### src/rtl/sar_pkg.sv
// -----------------------------------------------------------------------------
// sar_pkg
//   Shared definitions for the successive-approximation search controller:
//   the default operand width and the controller state encoding.
// -----------------------------------------------------------------------------
package sar_pkg;

  localparam int SAR_WIDTH = 4;

  typedef enum logic [1:0] {
    S_IDLE   = 2'd0,
    S_SEARCH = 2'd1,
    S_VERIFY = 2'd2,
    S_DONE   = 2'd3
  } sar_state_e;

endpackage : sar_pkg

### src/rtl/sar_search_ctrl_bit_decide.sv
// -----------------------------------------------------------------------------
// sar_bit_decide
//   Combinational per-step decision of the successive-approximation search.
//   Given the current trial word, the bit index under test and the comparator
//   response, it produces the next trial word and classifies the response.
//
// Ports
//   trial      in   WIDTH  current probe value
//   idx        in   IW     bit currently being decided
//   cmp_equal  in   1      comparator: a == trial
//   cmp_a_big  in   1      comparator: a > trial
//   cmp_b_big  in   1      comparator: trial > a
//   next_trial out  WIDTH  trial with bit idx decided and bit idx-1 set
//   last       out  1      idx is the LSB; no further bit to try
//   hit        out  1      valid one-hot response reporting equal
//   bad        out  1      response is not one-hot
// -----------------------------------------------------------------------------
module sar_bit_decide #(
  parameter int WIDTH = 4,
  parameter int IW    = $clog2(WIDTH)
) (
  input  logic [WIDTH-1:0] trial,
  input  logic [IW-1:0]    idx,
  input  logic             cmp_equal,
  input  logic             cmp_a_big,
  input  logic             cmp_b_big,
  output logic [WIDTH-1:0] next_trial,
  output logic             last,
  output logic             hit,
  output logic             bad
);

  logic w_onehot;

  assign w_onehot = ( cmp_equal & ~cmp_a_big & ~cmp_b_big) |
                    (~cmp_equal &  cmp_a_big & ~cmp_b_big) |
                    (~cmp_equal & ~cmp_a_big &  cmp_b_big);

  assign last = (idx == '0);
  assign hit  = w_onehot & cmp_equal;
  assign bad  = ~w_onehot;

  // Only bit idx (decided) and bit idx-1 (next guess) ever change; the
  // decrement index is only formed when idx is non-zero, so it never wraps.
  always_comb begin
    next_trial = trial;
    if (cmp_b_big) begin
      next_trial[idx] = 1'b0;
    end
    if (idx != '0) begin
      next_trial[idx - 1'b1] = 1'b1;
    end
  end

endmodule : sar_bit_decide

### src/rtl/sar_search_ctrl.sv
// -----------------------------------------------------------------------------
// sar_search_ctrl
//   Successive-approximation search initiator. Drives the b operand (probe)
//   of an external magnitude comparator and recovers the hidden a operand
//   MSB-first, one probe per clock, with early exit when equal is reported.
//
// Handshake: start is sampled only in IDLE; busy is high while probing
//   (SEARCH/VERIFY); done pulses for exactly one cycle when result, found and
//   error are valid, and those three hold until the next accepted start.
//   start seen while busy or during the done cycle is dropped.
//
// Ports
//   clk        in   1      rising-edge clock
//   rst_n      in   1      asynchronous active-low reset
//   start      in   1      search request
//   cmp_equal  in   1      comparator: a == probe
//   cmp_a_big  in   1      comparator: a > probe
//   cmp_b_big  in   1      comparator: probe > a
//   probe      out  WIDTH  b operand to the comparator
//   busy       out  1      search in progress
//   done       out  1      one-cycle completion pulse
//   result     out  WIDTH  recovered value
//   found      out  1      final compare reported equal
//   error      out  1      a non-one-hot comparator response was seen
//   dbg_state  out  2      current FSM state
// -----------------------------------------------------------------------------
module sar_search_ctrl
  import sar_pkg::*;
#(
  parameter int WIDTH = SAR_WIDTH
) (
  input  logic             clk,
  input  logic             rst_n,
  input  logic             start,
  input  logic             cmp_equal,
  input  logic             cmp_a_big,
  input  logic             cmp_b_big,
  output logic [WIDTH-1:0] probe,
  output logic             busy,
  output logic             done,
  output logic [WIDTH-1:0] result,
  output logic             found,
  output logic             error,
  output logic [1:0]       dbg_state
);

  localparam int IW = (WIDTH > 1) ? $clog2(WIDTH) : 1;
  localparam logic [WIDTH-1:0] TRIAL_INIT = {1'b1, {(WIDTH-1){1'b0}}};
  localparam logic [IW-1:0]    IDX_INIT   = IW'(WIDTH - 1);

  sar_state_e       r_state;
  sar_state_e       w_state_nxt;
  logic [WIDTH-1:0] r_trial;
  logic [IW-1:0]    r_idx;
  logic [WIDTH-1:0] r_result;
  logic             r_found;
  logic             r_error;

  logic [WIDTH-1:0] w_next_trial;
  logic             w_last;
  logic             w_hit;
  logic             w_bad;
  logic             w_probing;

  sar_bit_decide #(
    .WIDTH (WIDTH),
    .IW    (IW)
  ) u_bit_decide (
    .trial      (r_trial),
    .idx        (r_idx),
    .cmp_equal  (cmp_equal),
    .cmp_a_big  (cmp_a_big),
    .cmp_b_big  (cmp_b_big),
    .next_trial (w_next_trial),
    .last       (w_last),
    .hit        (w_hit),
    .bad        (w_bad)
  );

  // State register
  always_ff @(posedge clk or negedge rst_n) begin
    if (!rst_n) begin
      r_state <= S_IDLE;
    end else begin
      r_state <= w_state_nxt;
    end
  end

  // Next-state logic
  always_comb begin
    w_state_nxt = r_state;
    case (r_state)
      S_IDLE: begin
        if (start) w_state_nxt = S_SEARCH;
      end
      S_SEARCH: begin
        if (w_bad || w_hit) w_state_nxt = S_DONE;
        else if (w_last)    w_state_nxt = S_VERIFY;
      end
      S_VERIFY: w_state_nxt = S_DONE;
      S_DONE:   w_state_nxt = S_IDLE;
      default:  w_state_nxt = S_IDLE;
    endcase
  end

  // Search datapath
  always_ff @(posedge clk or negedge rst_n) begin
    if (!rst_n) begin
      r_trial  <= '0;
      r_idx    <= '0;
      r_result <= '0;
      r_found  <= 1'b0;
      r_error  <= 1'b0;
    end else begin
      case (r_state)
        S_IDLE: begin
          if (start) begin
            r_trial <= TRIAL_INIT;
            r_idx   <= IDX_INIT;
            r_found <= 1'b0;
            r_error <= 1'b0;
          end
        end
        S_SEARCH: begin
          if (w_bad) begin
            r_error  <= 1'b1;
            r_result <= r_trial;
          end else if (w_hit) begin
            r_found  <= 1'b1;
            r_result <= r_trial;
          end else begin
            r_trial <= w_next_trial;
            if (!w_last) r_idx <= r_idx - 1'b1;
          end
        end
        S_VERIFY: begin
          r_result <= r_trial;
          r_found  <= cmp_equal;
          r_error  <= w_bad;
        end
        default: ;
      endcase
    end
  end

  assign w_probing = (r_state == S_SEARCH) || (r_state == S_VERIFY);
  assign probe     = w_probing ? r_trial : '0;
  assign busy      = w_probing;
  assign done      = (r_state == S_DONE);
  assign result    = r_result;
  assign found     = r_found;
  assign error     = r_error;
  assign dbg_state = r_state;

endmodule : sar_search_ctrl

### config.mk
export PLATFORM = sky130hd
export DESIGN_NAME = sar_search_ctrl
export DESIGN_NICKNAME = d
export VERILOG_FILES = /design/src/rtl/sar_pkg.sv /design/src/rtl/sar_search_ctrl_bit_decide.sv /design/src/rtl/sar_search_ctrl.sv
export SDC_FILE = /design/constraint.sdc
export NUM_CORES = 1
export LEC_CHECK = 0
export BUFFER_PORTS_ARGS = -buffer_cell sky130_fd_sc_hd__buf_2
export CAP_MARGIN = 20
export CORE_ASPECT_RATIO = 0.5
export CORE_MARGIN = 2
export CORE_UTILIZATION = 35
export DETAILED_ROUTE_END_ITERATION = 10
export GPL_ROUTABILITY_DRIVEN = 0
export GPL_TIMING_DRIVEN = 1
export HOLD_SLACK_MARGIN = 0.1
export PLACE_DENSITY_LB_ADDON = 0.2
export SKIP_CTS_REPAIR_TIMING = 1
export SLEW_MARGIN = 10
export SYNTH_ARGS = -nofsm -noshare
export SYNTH_HDL_FRONTEND = slang
export SYNTH_SLANG_ARGS = --single-unit
### constraint.sdc
create_clock -name clk -period 4.44 [get_ports clk]
set_clock_uncertainty 0.2 [all_clocks]
set_input_delay 1.332 -clock clk [delete_from_list [all_inputs] [get_ports clk]]
set_output_delay 1.332 -clock clk [all_outputs]
set_load 0.03 [all_outputs]
==> out/qor.csv <==
metric,value,unit
"CP delay by family, top",adder cells,
startpoint types,flip-flop,
RSZ-0062 raised after global routing,no,
hpwl dp,1600,um
share of post-route cells with drive strength above 1,0.316,
first-pass GRT wire length,3190,um
worst hold-check path type,reg2reg,
Crit path arrival time,1.61,ns
Synth area leaders,"dfrtp_1 (36%), ha_1 (10%), mux2_2 (7.0%), o21ai_0 (3.6%), o41ai_4 (2.8%)",
Worst VDD drop,0.255,mV
hold_ws,0.307,ns
Ant. Diodes,0,
status,"finished, final reports clean",
Unique masters post-synth,36,
Slew @ Worst Pin,0.701,ns
Mapped Cells,94,
I/O Buffers,19,
core area,2600,um2
initial DRC count,71,
PwrDens,780,nW/um2
dominant cell type by area after synthesis,dfrtp_1,
clock root cell,clkbuf_8,
GRT Util Overall,0.140,
Post-Place Setup Slack,1.39,ns
Vias/cell,5.10,
TNS Setup,0,ns
CTS buffer count,3,
Synth Flop Type,dfrtp_1,
ratio of final minimum period to clock period,0.707,
mux contribution to synthesized area,0.0802,
Initial Utilization,0.372,
Placed Instances,147,
Synth Area in XOR/XNOR,0.0259,
syn_nets,108,
die area,3230,um2
LEAKAGE,0.550,nW
fraction of registers with async set/reset,1.00,
CTS tree,yes,
Routed Antenna Nets,0,
maximum clock rate,318,MHz
DR vias,770,
fin crit period,3.14,ns
"commonest cells after routing, fill and taps aside","buf_2 (19), dfrtp_1 (14), ha_1 (8)",
area grow syn2layout,18.4,%
"Seq/Total Area, Yosys",0.362,
Die H,41.2,um
"Slew Viols, Final",0,
final wirelength,2040,um
Non-Filler Instances,151,
layout net count,129,
main combinational cell family by area after synthesis,compound AO/OA/AOI/OAI gates,
max-cap viol count,0,
WL per Instance,13.5,um
Compound-Gate Fraction of Synth Area,0.247,
antenna violations before repair,0,
"Max FO, Critical Path",8,
Fin. Hold Viols,0,
remaining global-route overflow,0,
CP required,2.91,ns
crit-path max cell delay,0.46,ns
"commonest non-fill, non-tap cell in the layout",buf_2,
TritonCTS Sinks,14,
Pre-Repair DR Iteration Count,4,
Rel. slew slack,0.532,
largest net degree at the start of global routing,15,
io pins,20,
worst skew pair latency,0.25,ns
cell area after synthesis,967,um2
H-tree lvl count,1,
crit path max-delay cell type,ha_1,
Ys Warns,0,
Post-synth EDFFs,0,
clock tree buffer depth,2,
num rows,13,
top cell type's share of synthesized area,0.362,
"FF+latch count, synth",14,
Synth Area in Simple Gates,0.135,
critical-path cell list,"inv_1, ha_1, and2_1, buf_2",
number of global-route vias before repair,632,
syn avg cell area,10.3,um2
"Worst Setup Slack, final",1.30,ns
Remaining DRCs,0,
WP buf/inv,2,
Setup crit end kind,primary output,
critical path class,reg2out,
final setup fails,0,
clock slew at reported path FFs,0.06,ns
DIE WIDTH,78.3,um
adder-cell share of the synthesized area,0.103,
-- synth_stat cells (4+ instances only) --
library cell / n
dfrtp_1: 14
nor2_1: 5
inv_1: 7
ha_1: 8
and2_1: 4
mux2_2: 6
nand2_1: 5
a21oi_1: 5
o21ai_0: 7
-- registers in the layout, indices dropped and copies added, names as in the netlist --
signal	count
r_trial	4
found	1
result	4
error	1
r_idx	2
dbg_state	2
-- final cells by class --
class	count	area, um2
Multi-Input combinational cell	70	572
Inverter	7	26.3
Timing Repair Buffer	19	95.1
Fill cell	262	1460
Tap cell	37	46.3
Clock buffer	4	55.1
Sequential cell	14	350
-- report_power, final --
part / leakage [nW] / total, W / switching, W / internal [W]
sequential: 0.174 / 0.000234 / 0.0000550 / 0.000179
clock: 0.0288 / 0.000126 / 0.0000472 / 0.0000786
combinational: 0.347 / 0.000533 / 0.000327 / 0.000206
-- cells by family (layout without fill, tap and decap cells) --
family | count (synthesis) | after routing
adders and majority gates | 8 | 8
AOI/OAI and AO/OA | 30 | 30
xor gates and xnor gates | 2 | 2
DFF | 14 | 14
muxes | 7 | 7
buffers and inverters | 10 | 30
and+or+nand+nor | 23 | 23
-- final timing paths --
path                                     end    startpoint  slack (ns)  cells after the start
worst max-delay path                probe[1]  dbg_state[0]        1.30                      4
worst min-delay path               result[1]     result[1]        0.31                      1
worst max register to register         found  dbg_state[0]        1.94                      6
worst min register to register     result[1]     result[1]        0.31                      1
max in group asynchronous         r_trial[0]         rst_n        3.02                      1
min in group asynchronous       dbg_state[1]         rst_n        0.78                      1
-- metal layers --
metal | global-route usage | part of all wire
met1 | 0.188 | 0.52
met3 | 0.0595 | 0.076
met4 | 0.0263 | 0
met5 | 0 | 0
met2 | 0.213 | 0.41
-- metrics by stage --
step	total power (W)	utilization	instance area, um2
after global placement	0.000770	0.419	1090
final	0.000893	0.440	1140
after detailed placement	0.000771	0.419	1090
after global routing	0.000963	0.440	1140
after floorplan	0.000644	-	967
after CTS	0.000900	0.440	1140
(Power assumes the default switching activity.)
